`src/rtl/muldiv_ctrl_pkg.sv`:
```
// Shared encodings for the iterative multiply/divide unit: operation codes
// (aligned with the ALU op codes) and FSM states.
package muldiv_ctrl_pkg;

    localparam logic [2:0] MD_MULT  = 3'd0;
    localparam logic [2:0] MD_MULTU = 3'd1;
    localparam logic [2:0] MD_DIV   = 3'd2;
    localparam logic [2:0] MD_DIVU  = 3'd3;
    localparam logic [2:0] MD_MTHI  = 3'd4;
    localparam logic [2:0] MD_MTLO  = 3'd5;

    typedef enum logic [1:0] {
        ST_IDLE = 2'd0,
        ST_PREP = 2'd1,
        ST_ITER = 2'd2,
        ST_FIX  = 2'd3
    } state_t;

    // Mul/div ops occupy encodings 0..3.
    function automatic logic is_muldiv(input logic [2:0] op);
        return (op[2] == 1'b0);
    endfunction

endpackage

```
`src/rtl/muldiv_step.sv`:
```
// One radix-2 iteration: shift-add for multiply, restoring shift-subtract
// for divide. Purely combinational.
module muldiv_step #(
    parameter int XLEN = 32
) (
    input  logic [XLEN:0]   acc,
    input  logic [XLEN-1:0] work,
    input  logic [XLEN-1:0] opnd,
    input  logic            is_div,
    output logic [XLEN:0]   acc_next,
    output logic            q_bit
);

    logic [XLEN:0]   sum;
    logic [XLEN:0]   shifted;
    logic [XLEN+1:0] diff;

    assign sum     = acc + {1'b0, (work[0] ? opnd : {XLEN{1'b0}})};
    assign shifted = {acc[XLEN-1:0], work[XLEN-1]};
    assign diff    = {1'b0, shifted} - {2'b00, opnd};

    always_comb begin
        acc_next = '0;
        q_bit    = 1'b0;
        if (is_div) begin
            q_bit    = ~diff[XLEN+1];
            acc_next = q_bit ? diff[XLEN:0] : shifted;
        end else begin
            // Low bit of the sum falls into the top of the product's low half.
            acc_next = {1'b0, sum[XLEN:1]};
            q_bit    = sum[0];
        end
    end

endmodule

```
`src/rtl/muldiv_ctrl.sv`:
```
// Iterative HI/LO multiply/divide controller with fixed 34-cycle latency,
// single-cycle MTHI/MTLO, flush and synchronous reset.
module muldiv_ctrl
    import muldiv_ctrl_pkg::*;
#(
    parameter int XLEN = 32
) (
    input  logic            clk,
    input  logic            rst,
    input  logic            start,
    input  logic [2:0]      op,
    input  logic [XLEN-1:0] rs_val,
    input  logic [XLEN-1:0] rt_val,
    input  logic            flush,
    output logic            busy,
    output logic            done,
    output logic [XLEN-1:0] hi,
    output logic [XLEN-1:0] lo
);

    localparam int CW = $clog2(XLEN);

    state_t          state, state_next;
    logic [CW-1:0]   cnt;
    logic [XLEN:0]   acc, acc_next;
    logic [XLEN-1:0] work, opnd, rs_q, rt_q;
    logic [2:0]      op_q;
    logic            neg_q, rneg_q, div0_q, q_bit;
    logic            accept, launch, is_div;

    assign accept = (state == ST_IDLE) && start && !flush;
    assign launch = accept && is_muldiv(op);
    assign is_div = op_q[1];

    muldiv_step #(.XLEN(XLEN)) u_step (
        .acc      (acc),
        .work     (work),
        .opnd     (opnd),
        .is_div   (is_div),
        .acc_next (acc_next),
        .q_bit    (q_bit)
    );

    // State register
    always_ff @(posedge clk) begin
        if (rst) state <= ST_IDLE;
        else     state <= state_next;
    end

    // Next-state logic
    always_comb begin
        state_next = state;
        case (state)
            ST_IDLE: if (launch) state_next = ST_PREP;
            ST_PREP: state_next = ST_ITER;
            ST_ITER: if (cnt == '0) state_next = ST_FIX;
            ST_FIX:  state_next = ST_IDLE;
            default: state_next = ST_IDLE;
        endcase
        if (flush && state != ST_IDLE) state_next = ST_IDLE;
    end

    // Outputs
    always_comb begin
        busy = (state != ST_IDLE);
    end

    // Operand magnitudes and result signs, evaluated in PREP
    logic            sgn, rs_neg, rt_neg;
    logic [XLEN-1:0] rs_abs, rt_abs;

    always_comb begin
        sgn    = !op_q[0];
        rs_neg = sgn && rs_q[XLEN-1];
        rt_neg = sgn && rt_q[XLEN-1];
        rs_abs = rs_neg ? (~rs_q + 1'b1) : rs_q;
        rt_abs = rt_neg ? (~rt_q + 1'b1) : rt_q;
    end

    // Sign fixup for the result written on FIX exit
    logic [2*XLEN-1:0] prod;
    logic [XLEN-1:0]   res_hi, res_lo, quo, rem;

    always_comb begin
        prod   = {acc[XLEN-1:0], work};
        if (neg_q) prod = ~prod + 1'b1;
        quo    = neg_q  ? (~work + 1'b1) : work;
        rem    = rneg_q ? (~acc[XLEN-1:0] + 1'b1) : acc[XLEN-1:0];
        res_hi = prod[2*XLEN-1:XLEN];
        res_lo = prod[XLEN-1:0];
        if (is_div) begin
            res_hi = div0_q ? rs_q : rem;
            res_lo = div0_q ? {XLEN{1'b1}} : quo;
        end
    end

    // Working registers: never observable outside a run, so not reset.
    always_ff @(posedge clk) begin
        if (launch) begin
            rs_q <= rs_val;
            rt_q <= rt_val;
            op_q <= op;
        end
        case (state)
            ST_PREP: begin
                acc    <= '0;
                work   <= op_q[1] ? rs_abs : rt_abs;
                opnd   <= op_q[1] ? rt_abs : rs_abs;
                neg_q  <= rs_neg ^ rt_neg;
                rneg_q <= rs_neg;
                div0_q <= (rt_q == '0);
            end
            ST_ITER: begin
                acc  <= acc_next;
                work <= is_div ? {work[XLEN-2:0], q_bit} : {q_bit, work[XLEN-1:1]};
            end
            default: ;
        endcase
    end

    // Architectural state
    always_ff @(posedge clk) begin
        if (rst) begin
            cnt  <= '0;
            hi   <= '0;
            lo   <= '0;
            done <= 1'b0;
        end else begin
            done <= (state == ST_FIX) && !flush;
            if (accept && op == MD_MTHI) hi <= rs_val;
            if (accept && op == MD_MTLO) lo <= rs_val;
            if (state == ST_PREP) cnt <= CW'(XLEN - 1);
            if (state == ST_ITER) cnt <= cnt - 1'b1;
            if (state == ST_FIX && !flush) begin
                hi <= res_hi;
                lo <= res_lo;
            end
        end
    end

endmodule

```
`config.mk`:
```
export PLATFORM = sky130hd
export DESIGN_NAME = muldiv_ctrl
export DESIGN_NICKNAME = d
export VERILOG_FILES = /design/src/rtl/muldiv_ctrl_pkg.sv /design/src/rtl/muldiv_step.sv /design/src/rtl/muldiv_ctrl.sv
export SDC_FILE = /design/constraint.sdc
export NUM_CORES = 1
export LEC_CHECK = 0
export BUFFER_PORTS_ARGS = -buffer_cell sky130_fd_sc_hd__buf_4
export CAP_MARGIN = 15
export CORE_MARGIN = 5
export CORE_UTILIZATION = 40
export CTS_BUF_LIST = sky130_fd_sc_hd__clkbuf_8
export CTS_CLUSTER_SIZE = 8
export DETAILED_ROUTE_END_ITERATION = 10
export HOLD_SLACK_MARGIN = 0.15
export PLACE_DENSITY_LB_ADDON = 0.08
export SLEW_MARGIN = 20
export SYNTH_ARGS = -nofsm -noshare
export SYNTH_HDL_FRONTEND = slang
export SYNTH_SLANG_ARGS = --single-unit
```
`constraint.sdc`:
```
create_clock -name clk -period 16.45 [get_ports clk]
set_input_delay 2.4675 -clock clk [delete_from_list [all_inputs] [get_ports clk]]
set_output_delay 2.4675 -clock clk [all_outputs]
set_load 0.01 [all_outputs]
```
---- Word level (Yosys, flattened, before mapping) ----
Cells that the tools add are included.
word-level totals
  register bits after elaboration ......... 238
  output and inout port bits .............. 66
  logic and storage cells ................. 84
cells by class
  add/sub/neg operators ................... 8
  equality and inequality tests ........... 7
  muxes and demuxes ....................... 27
  bitwise operators ....................... 8
  reduce and logical (&&, ||, !) cells .... 20
operators by type and width
  operator               count
  $mux 32                16
  $add 32x1->32 const B  4
  $not 32->32            4
  $mux 33                2
  $pmux 33 s2            1
  $add 64x1->64 const B  1
  $mux 64                1
  $not 64->64            1
  $pmux 32 s2            1
  $sub 33x32->34         1
  $add 33x32->33         1
  $logic_not 32->1       1
  $mux 5                 2
  $logic_and 1x1->1      9
  $pmux 2 s4             1
  $reduce_bool 2->1      4
  $eq 3x3->1 const B     2
  $logic_not 5->1        1
  $sub 5x1->5 const B    1
  $eq 2x2->1 const B     2
  $mux 2                 2
  $ne 2x2->1 const B     2
  $eq 2x1->1 const B     1
  $logic_not 1->1        2
  other kinds (6)        7

---- Logic depth before layout (Yosys ltp) ----
Gate-level depths: netlist (run 1).
  depth in word-level cells ............... 6
  depth in mapped cells ................... 14
  depth with buffers taken out ............ 13

---- By module ----
Synthesis (run 1) repeated with hierarchy kept, for this count alone.
second synthesis, totals
  cell total of the unflattened synthesis .. 2168
  area, all modules ....................... 18834.3 um2
modules (own cells, without submodules)
  module       times used  cells each  area an instance (um2)  sequential area each (um2)
  muldiv_ctrl  1           1521        14577.7                 6426.2
  muldiv_step  1           647         4256.6                  0.0

---- Worst setup path before layout (run 1) ----
OpenSTA, ideal clock, no wires.
  path kind ............................... input port to flip-flop
  start ................................... input flush
  end ..................................... register state[1]
  library setup time ...................... 0.133 ns
  arrival ................................. 7.619 ns
  data required time ...................... 16.317 ns
  slack ................................... 8.698 ns
  cell stages on the path ................. 4
  buffers on the path ..................... 0
  cell sequence ........................... nor3_1 a2bb2oi_1 mux2i_1 a211oi_1
on the way
  cells in the longest elaborated chain, start to end .. 5
ends and longest elaborated chain
  item                        RTL line           source
  from (decl)                 muldiv_ctrl.sv:14  input logic flush,
  $logic_not 1->1             muldiv_ctrl.sv:31  assign accept = (state == ST_IDLE) && start && !flush;
  $logic_and 1x1->1           muldiv_ctrl.sv:31
  $logic_and 1x1->1           muldiv_ctrl.sv:32  assign launch = accept && is_muldiv(op);
  $ne 2x2->1 (no line)        n/a
  $reduce_and 2->1 (no line)  n/a
  to (signal assigned)        muldiv_ctrl.sv:47  else state <= state_next;
  to (decl)                   muldiv_ctrl.sv:23  state_t state, state_next;
Parallel ways exist; a longest one is shown, timed or not.
A chain may end at the register's enable or synchronous reset.

---- Final worst setup path (run 1) ----
  start ................................... register acc[7]
  end ..................................... register acc[28], data pin
on the way
  cells in the longest elaborated chain, start to end .. 4
ends and longest elaborated chain
  item                    RTL line            source
  from (decl)             muldiv_ctrl.sv:25   logic [XLEN:0] acc, acc_next;
  from (signal assigned)  muldiv_ctrl.sv:114  acc <= acc_next;
  $sub 33x32->34          muldiv_step.sv:20   assign diff = {1'b0, shifted} - {2'b00, opnd};
  $mux 33                 muldiv_step.sv:27   acc_next = q_bit ? diff[XLEN:0] : shifted;
  $mux 33 *               muldiv_step.sv:25   if (is_div) begin
  $pmux 33 s2 *           muldiv_ctrl.sv:104  case (state)
Every way passes the cells marked *; elsewhere a longest branch is shown, timed or not.

==> results of run 1 <==
-- worst max path at each step --
stage	from	endpoint
5_1_grt	work[0]	acc[31]
3_5_place_dp	flush	lo[3]
6_report	acc[7]	acc[28]
3_3_place_gp	flush	lo[10]
2_1_floorplan	flush	state[1]
4_1_cts	acc[7]	acc[28]
-- state kept, by name (all words and copies together) (netlist names), 2 cells and up --
register and cells:
acc 33, op_q 2, work 32, cnt 5
lo 32, opnd 32, rs_q 32, hi 32
state 2, rt_q 32
-- routing by layer --
layer,share of wire,vias to the layer above,track usage
met4,0.038,0,0.0973
met2,0.47,591,0.426
met3,0.065,127,0.0472
li1,-,7504,-
met5,0,-,0
met1,0.43,7727,0.346
-- cell families (layout without fill, tap and decap cells) --
kind of cell	after synthesis	count (layout)
AND/OR/NAND/NOR	670	670
AO/OA/AOI/OAI	572	572
flip-flops	238	238
buffers and inverters	190	313
XOR/XNOR	168	168
adder cells (fa/ha/maj)	76	76
multiplexers	62	62
-- power breakdown --
part / switching [uW] / internal (uW) / leakage (uW)
registers: 181 / 776 / 0.00212
logic: 746 / 481 / 0.00483
clock network: 284 / 325 / 0.000514
total: 1210 / 1580 / 0.00747
-- tightest hold or removal path: stages, from the launching register on --
cell and delay [ns]:
dfxtp_1 0.31, nand2_1 0.05, a21oi_1 0.05
-- placed cells by master, fill, tap and decap left out, drive strengths merged, types with 25 or more instances in the layout --
| cell | count |
|---|---|
| a211oi | 26 |
| a21o | 33 |
| a21oi | 174 |
| a31oi | 34 |
| buf | 158 |
| clkbuf | 56 |
| dfxtp | 72 |
| edfxtp | 166 |
| ha | 74 |
| inv | 78 |
| mux4 | 28 |
| nand2 | 209 |
| nand3 | 36 |
| nor2 | 217 |
| nor3 | 45 |
| o211ai | 27 |
| o21ai | 116 |
| o221ai | 37 |
| o31ai | 25 |
| xnor2 | 115 |
| xor2 | 53 |
-- cell usage after synthesis, drive strengths merged (27+ instances only) --
master	n
xnor2	115
mux4	28
edfxtp	166
nor2	217
nand2	209
o211ai	27
o21ai	116
nor3	45
nand3	36
a31oi	34
a21o	33
a21oi	174
ha	74
o221ai	37
inv	69
xor2	53
dfxtp	72
clkbuf	104
-- cell type report --
type / count / area share
clock buffers: 56 / 0.0388
flip-flops and latches: 238 / 0.324
repair buffers: 158 / 0.0604
multi-input cells: 1548 / 0.519
clock inverters: 28 / 0.00800
inverters: 71 / 0.0134
well taps: 585 / 0.0369
-- per-stage QoR --
| stage | hold WS (ns) | power [uW] |
|---|---|---|
| final | 0.453 | 2790 |
| after global routing | 0.479 | 2970 |
| after CTS | 0.457 | 2790 |
| after detailed placement | 0.450 | 2170 |
| after global placement | 0.443 | 2170 |
| after floorplan | 0.440 | 1780 |
==> impl_metrics.yaml, run 1 <==
yosys:
  async_flop_share: 0
  ys_ff_latch: 238
  muxShareOfSynthArea: 0.0567
  syn_area_sq_mm: 0.0174
  synth_top_cells_by_area: "edfxtp_1, dfxtp_1, xnor2_1"
  yosys.area.top_type_share: 0.287
  synth-xor-area-share: 0.0846
  yosysWarnings: 0
  yosys.area_share.adder: 0.0555
  synthSimpleGateAreaFrac: 0.180
  syn_area_per_cell_sq_um: 8.80
  syn_nets: 2123
  seq_area_frac_synth: 0.369
  synth_compound_area_frac: 0.211
  synth_area_leader_cell: "edfxtp_1"
  synth_top_family_by_area: "compound AO/OA/AOI/OAI gates"
  synth_cell_types: 82
  synth-main-ff-cell: "edfxtp_1"
  postSynthCellCount: 1976
  synth_enable_flop_cells: 166
cells_and_area:
  final_cells: 2684
  diodes: 0
  final_net_count: 2209
  regArea_sq_mm: 0.00643
  fillers: 4264
  multi_input_area_sq_mm: 0.0103
  fin_util: 0.461
  post-route-cell-area_sq_mm: 0.0199
  area_growth_pct: 14.1
  drive_gt1_frac: 0.144
place:
  gp_congestion: 0.946
  hpwl_um: 47000
  place_area_sq_mm: 0.0189
  dp_slack_ns: 11.55
  placed_cells: 2600
  portBuffers: 136
pwr:
  powerDensity_mw_per_mm2: 141
  ir_drop_v: 0.000116
  p_leak_uw: 0.00747
sta:
  period_needed_ns: 4.46
  finalWorstSetupSlack_ns: 11.99
  maxSlewViolCount: 0
  fin_skew_ns: 0.0424
  maxSlewHeadroom: 0.254
  timing.fmax_ghz: 0.224
  setup_viol: 0
  rsz0062_at_grt: "false"
  final_hold_viol_count: 0
  tightest_slew_ns: 1.10
  fin_crit_sh: 0.271
  setup_tns_ns: 0
grt:
  grt_pass1_wl_um: 95700
  grt_overflow: 0
  antenna_found_initial: 0
  grt_pass1_vias: 15499
  grt_max_degree: 159
  grt_use_total: 0.260
setup_path:
  r2r_slack_ns: 11.99
  critPathMaxFanout: 29
  critPathMostFrequentCell: "and3_1"
  startpoint_type: "flip-flop"
  cp.required_ns: 16.81
  r2r-end: "acc[28]"
  cp_slowest_stage_delay_ns: 0.85
  path_cells: "ha_1 > and3_1 > and3_1 > a21oi_1 > a211oi_1 > or4_1 > a21oi_4 > a31oi_1 > o221a_2"
  cp_num_buf_inv: 0
  crit_family: "compound AO/OA/AOI/OAI gates"
  endpoint_kind: "flip-flop"
  r2r_cells: 9
  setup.worst_path.class: "reg2reg"
  cp_data_arrival_time_ns: 4.82
  r2r-start: "acc[7]"
  crit_path_top_delay_cell: "a21oi_4"
  crit_cells: 9
route:
  dr.pass1.iters: 5
  drt-total-wl_um: 63600
  viasPerCell: 5.94
  ant_nets: 0
  drtIter0Drc: 1295
  remaining_drc_errors: 0
  wire_per_inst_um: 23.7
  via_count: 15949
hold_path:
  hold_path_startpoint: "hi[13]"
  hold_depth: 2
  hold_end: "hi[13]"
  worstHoldPathType: "reg2reg"
floorplan:
  io_pins: 137
  num_rows: 76
  die_x_um: 219
  start_util: 0.404
  die_area_sq_mm: 0.0478
  die_height_um: 219
  coreArea_sq_mm: 0.0431
clock_network:
  clockBufferDepth: 3
  worstSkewPairLatency_ns: 0.63
  path_clk_slew_ns: 0.06
  cts_sinks: 238
  htreeDepth: 2
  postCtsHoldBufs: 0
  numCtsBuffers: 45
  post_cts_buffers: 0
  ctsResizeCount: 0
  cts_tree: "done"
  clk_root_buffer_cell: "clkbuf_8"
status:
  outcome: "completed"
job:
  max-cap-violations: 0
Power figures use the tool's default switching activity.
==> run 2, diff against run 1 <==
==> constraint.sdc (replaced) <==
create_clock -name clk -period 4.1 [get_ports clk]
set_input_delay 0.615 -clock clk [delete_from_list [all_inputs] [get_ports clk]]
set_output_delay 0.615 -clock clk [all_outputs]
set_load 0.01 [all_outputs]
==> impl_metrics.yaml, run 2 (synthesis results as in run 1) <==
setup_path:
  crit_path_top_delay_cell: "or4_1"
  path_cells: "inv_1 > buf_12 > nor2_1 > ha_1 > a21oi_1 > o21a_1 > or4_1 > a31oi_1 > o211ai_1 > nor3_1 > a211oi_1 > xnor2_1 > o221a_2"
  critPathMaxFanout: 30
  cp_data_arrival_time_ns: 4.22
  endpoint_kind: "flip-flop"
  cp_slowest_stage_delay_ns: 0.58
  r2r-start: "work[0]"
  setup.worst_path.class: "reg2reg"
  cp.required_ns: 4.45
  startpoint_type: "flip-flop"
  r2r_slack_ns: 0.23
  critPathLaunch: "work[0]"
grt:
  grt_pass1_vias: 16001
  antenna_found_initial: 1
  grt_use_total: 0.271
  grt_overflow: 0
  grt_max_degree: 111
  grt_pass1_wl_um: 99700
pwr:
  ir_drop_v: 0.000421
  p_leak_uw: 0.00793
  total_power_uw: 11600
  powerDensity_mw_per_mm2: 561
place:
  portBuffers: 136
  dp_slack_ns: 0.317
  place_area_sq_mm: 0.0194
  hpwl_um: 50100
  gp_congestion: 0.939
floorplan:
  io_pins: 137
  coreArea_sq_mm: 0.0431
  die_height_um: 219
  num_rows: 76
  die_x_um: 219
  start_util: 0.404
  die_area_sq_mm: 0.0478
route:
  wire_per_inst_um: 23.9
  drtIter0Drc: 1606
  remaining_drc_errors: 0
  drt-total-wl_um: 66200
  via_count: 16497
  viasPerCell: 5.95
  ant_nets: 0
  dr.pass1.iters: 5
hold_path:
  worstHoldPathType: "in2reg"
  hold_path_startpoint: "rs_val[22]"
sta:
  tightest_slew_ns: 1.04
  holdWs_ns: 0.188
  finalWorstSetupSlack_ns: 0.225
  setup_tns_ns: 0
  maxSlewHeadroom: 0.309
  setup_viol: 0
  final_hold_viol_count: 0
  rsz0062_at_grt: "false"
  timing.fmax_ghz: 0.258
  fin_skew_ns: 0.0377
  fin_crit_sh: 0.945
  maxSlewViolCount: 0
  period_needed_ns: 3.87
cells_and_area:
  area_growth_pct: 18.7
  layout_common_cells: "buf_4, nor2_1, nand2_1, a21oi_1, edfxtp_1"
  final_net_count: 2301
  final_common_cell: "buf_4"
  post-route-cell-area_sq_mm: 0.0207
  fillers: 4222
  largest_reg_flops: 33
  largest_register: "acc"
  drive_gt1_frac: 0.164
clock_network:
  clk_root_buffer_cell: "clkbuf_8"
  cts_sinks: 238
  path_clk_slew_ns: 0.06
  htreeDepth: 2
  numCtsBuffers: 46
  worstSkewPairLatency_ns: 0.63
  clockBufferDepth: 3
  cts_tree: "done"
  post_cts_buffers: 0
status:
  outcome: "completed"
job:
  max-cap-violations: 0
[run 2: cell types whose count changed in the layout (fill, tap and decap cells not counted), moves of 4 or more]
cell           delta
buf_12            +4
buf_4            +60
clkinv_1          -7
clkinv_2          -6
dlygate4sd3_1    +27
inv_1            +10
[run 2: metal layers]
layer  up-vias  wire (um)  GRT usage
met1      8093      28400      0.366
met2       597      32000      0.461
met3       114       3750     0.0287
met4         0       2010     0.0821
met5         -          0          0
li1       7693          -          -
[run 2: timing repair]
item | 4_1_cts | 5_1_grt
setup endpoints to repair | 0 | 3
gates resized for setup | 0 | 2
hold buffers | 27 | 0
endpoints found under the hold margin | 27 | 0
[run 2: where the power goes]
part | total (uW) | internal [uW] | switching [uW]
logic | 5520 | 2170 | 3360
clock network | 2490 | 1380 | 1110
registers | 3560 | 3110 | 451
[run 2: path summary, 6_finish.rpt]
check | cells past startpoint | to
max | 13 | acc[28]
min | 1 | rs_q[22]
max reg2reg | 13 | acc[28]
min reg2reg | 2 | hi[13]
[run 2: layout make-up]
class	count	area, sq um	share of cell area
repair buffers	249	2000	0.0968
clock buffers	54	743	0.0360
inverters	71	267	0.0129
well taps	585	732	0.0354
flip-flops and latches	238	6430	0.311
clock inverters	27	193	0.00933
diodes	1	2.50	0.000121
multi-input cells	1548	10300	0.498
[run 2: per-stage QoR]
stage | std cells | util
after floorplan | 1976 | -
after global placement | 2664 | 0.451
after global routing | 2773 | 0.479
after CTS | 2772 | 0.479
final | 2773 | 0.479
after detailed placement | 2664 | 0.451
[run 2: worst max-delay path: cells and delay by family (launching register included)]
| family | cells | cell delay, ns |
|---|---|---|
| AO/OA/AOI/OAI | 6 | 1.35 |
| XOR/XNOR | 1 | 0.14 |
| adder cells (fa/ha/maj) | 1 | 0.38 |
| buffers and inverters | 2 | 0.36 |
| flip-flops | 1 | 0.41 |
| AND/OR/NAND/NOR | 3 | 0.93 |
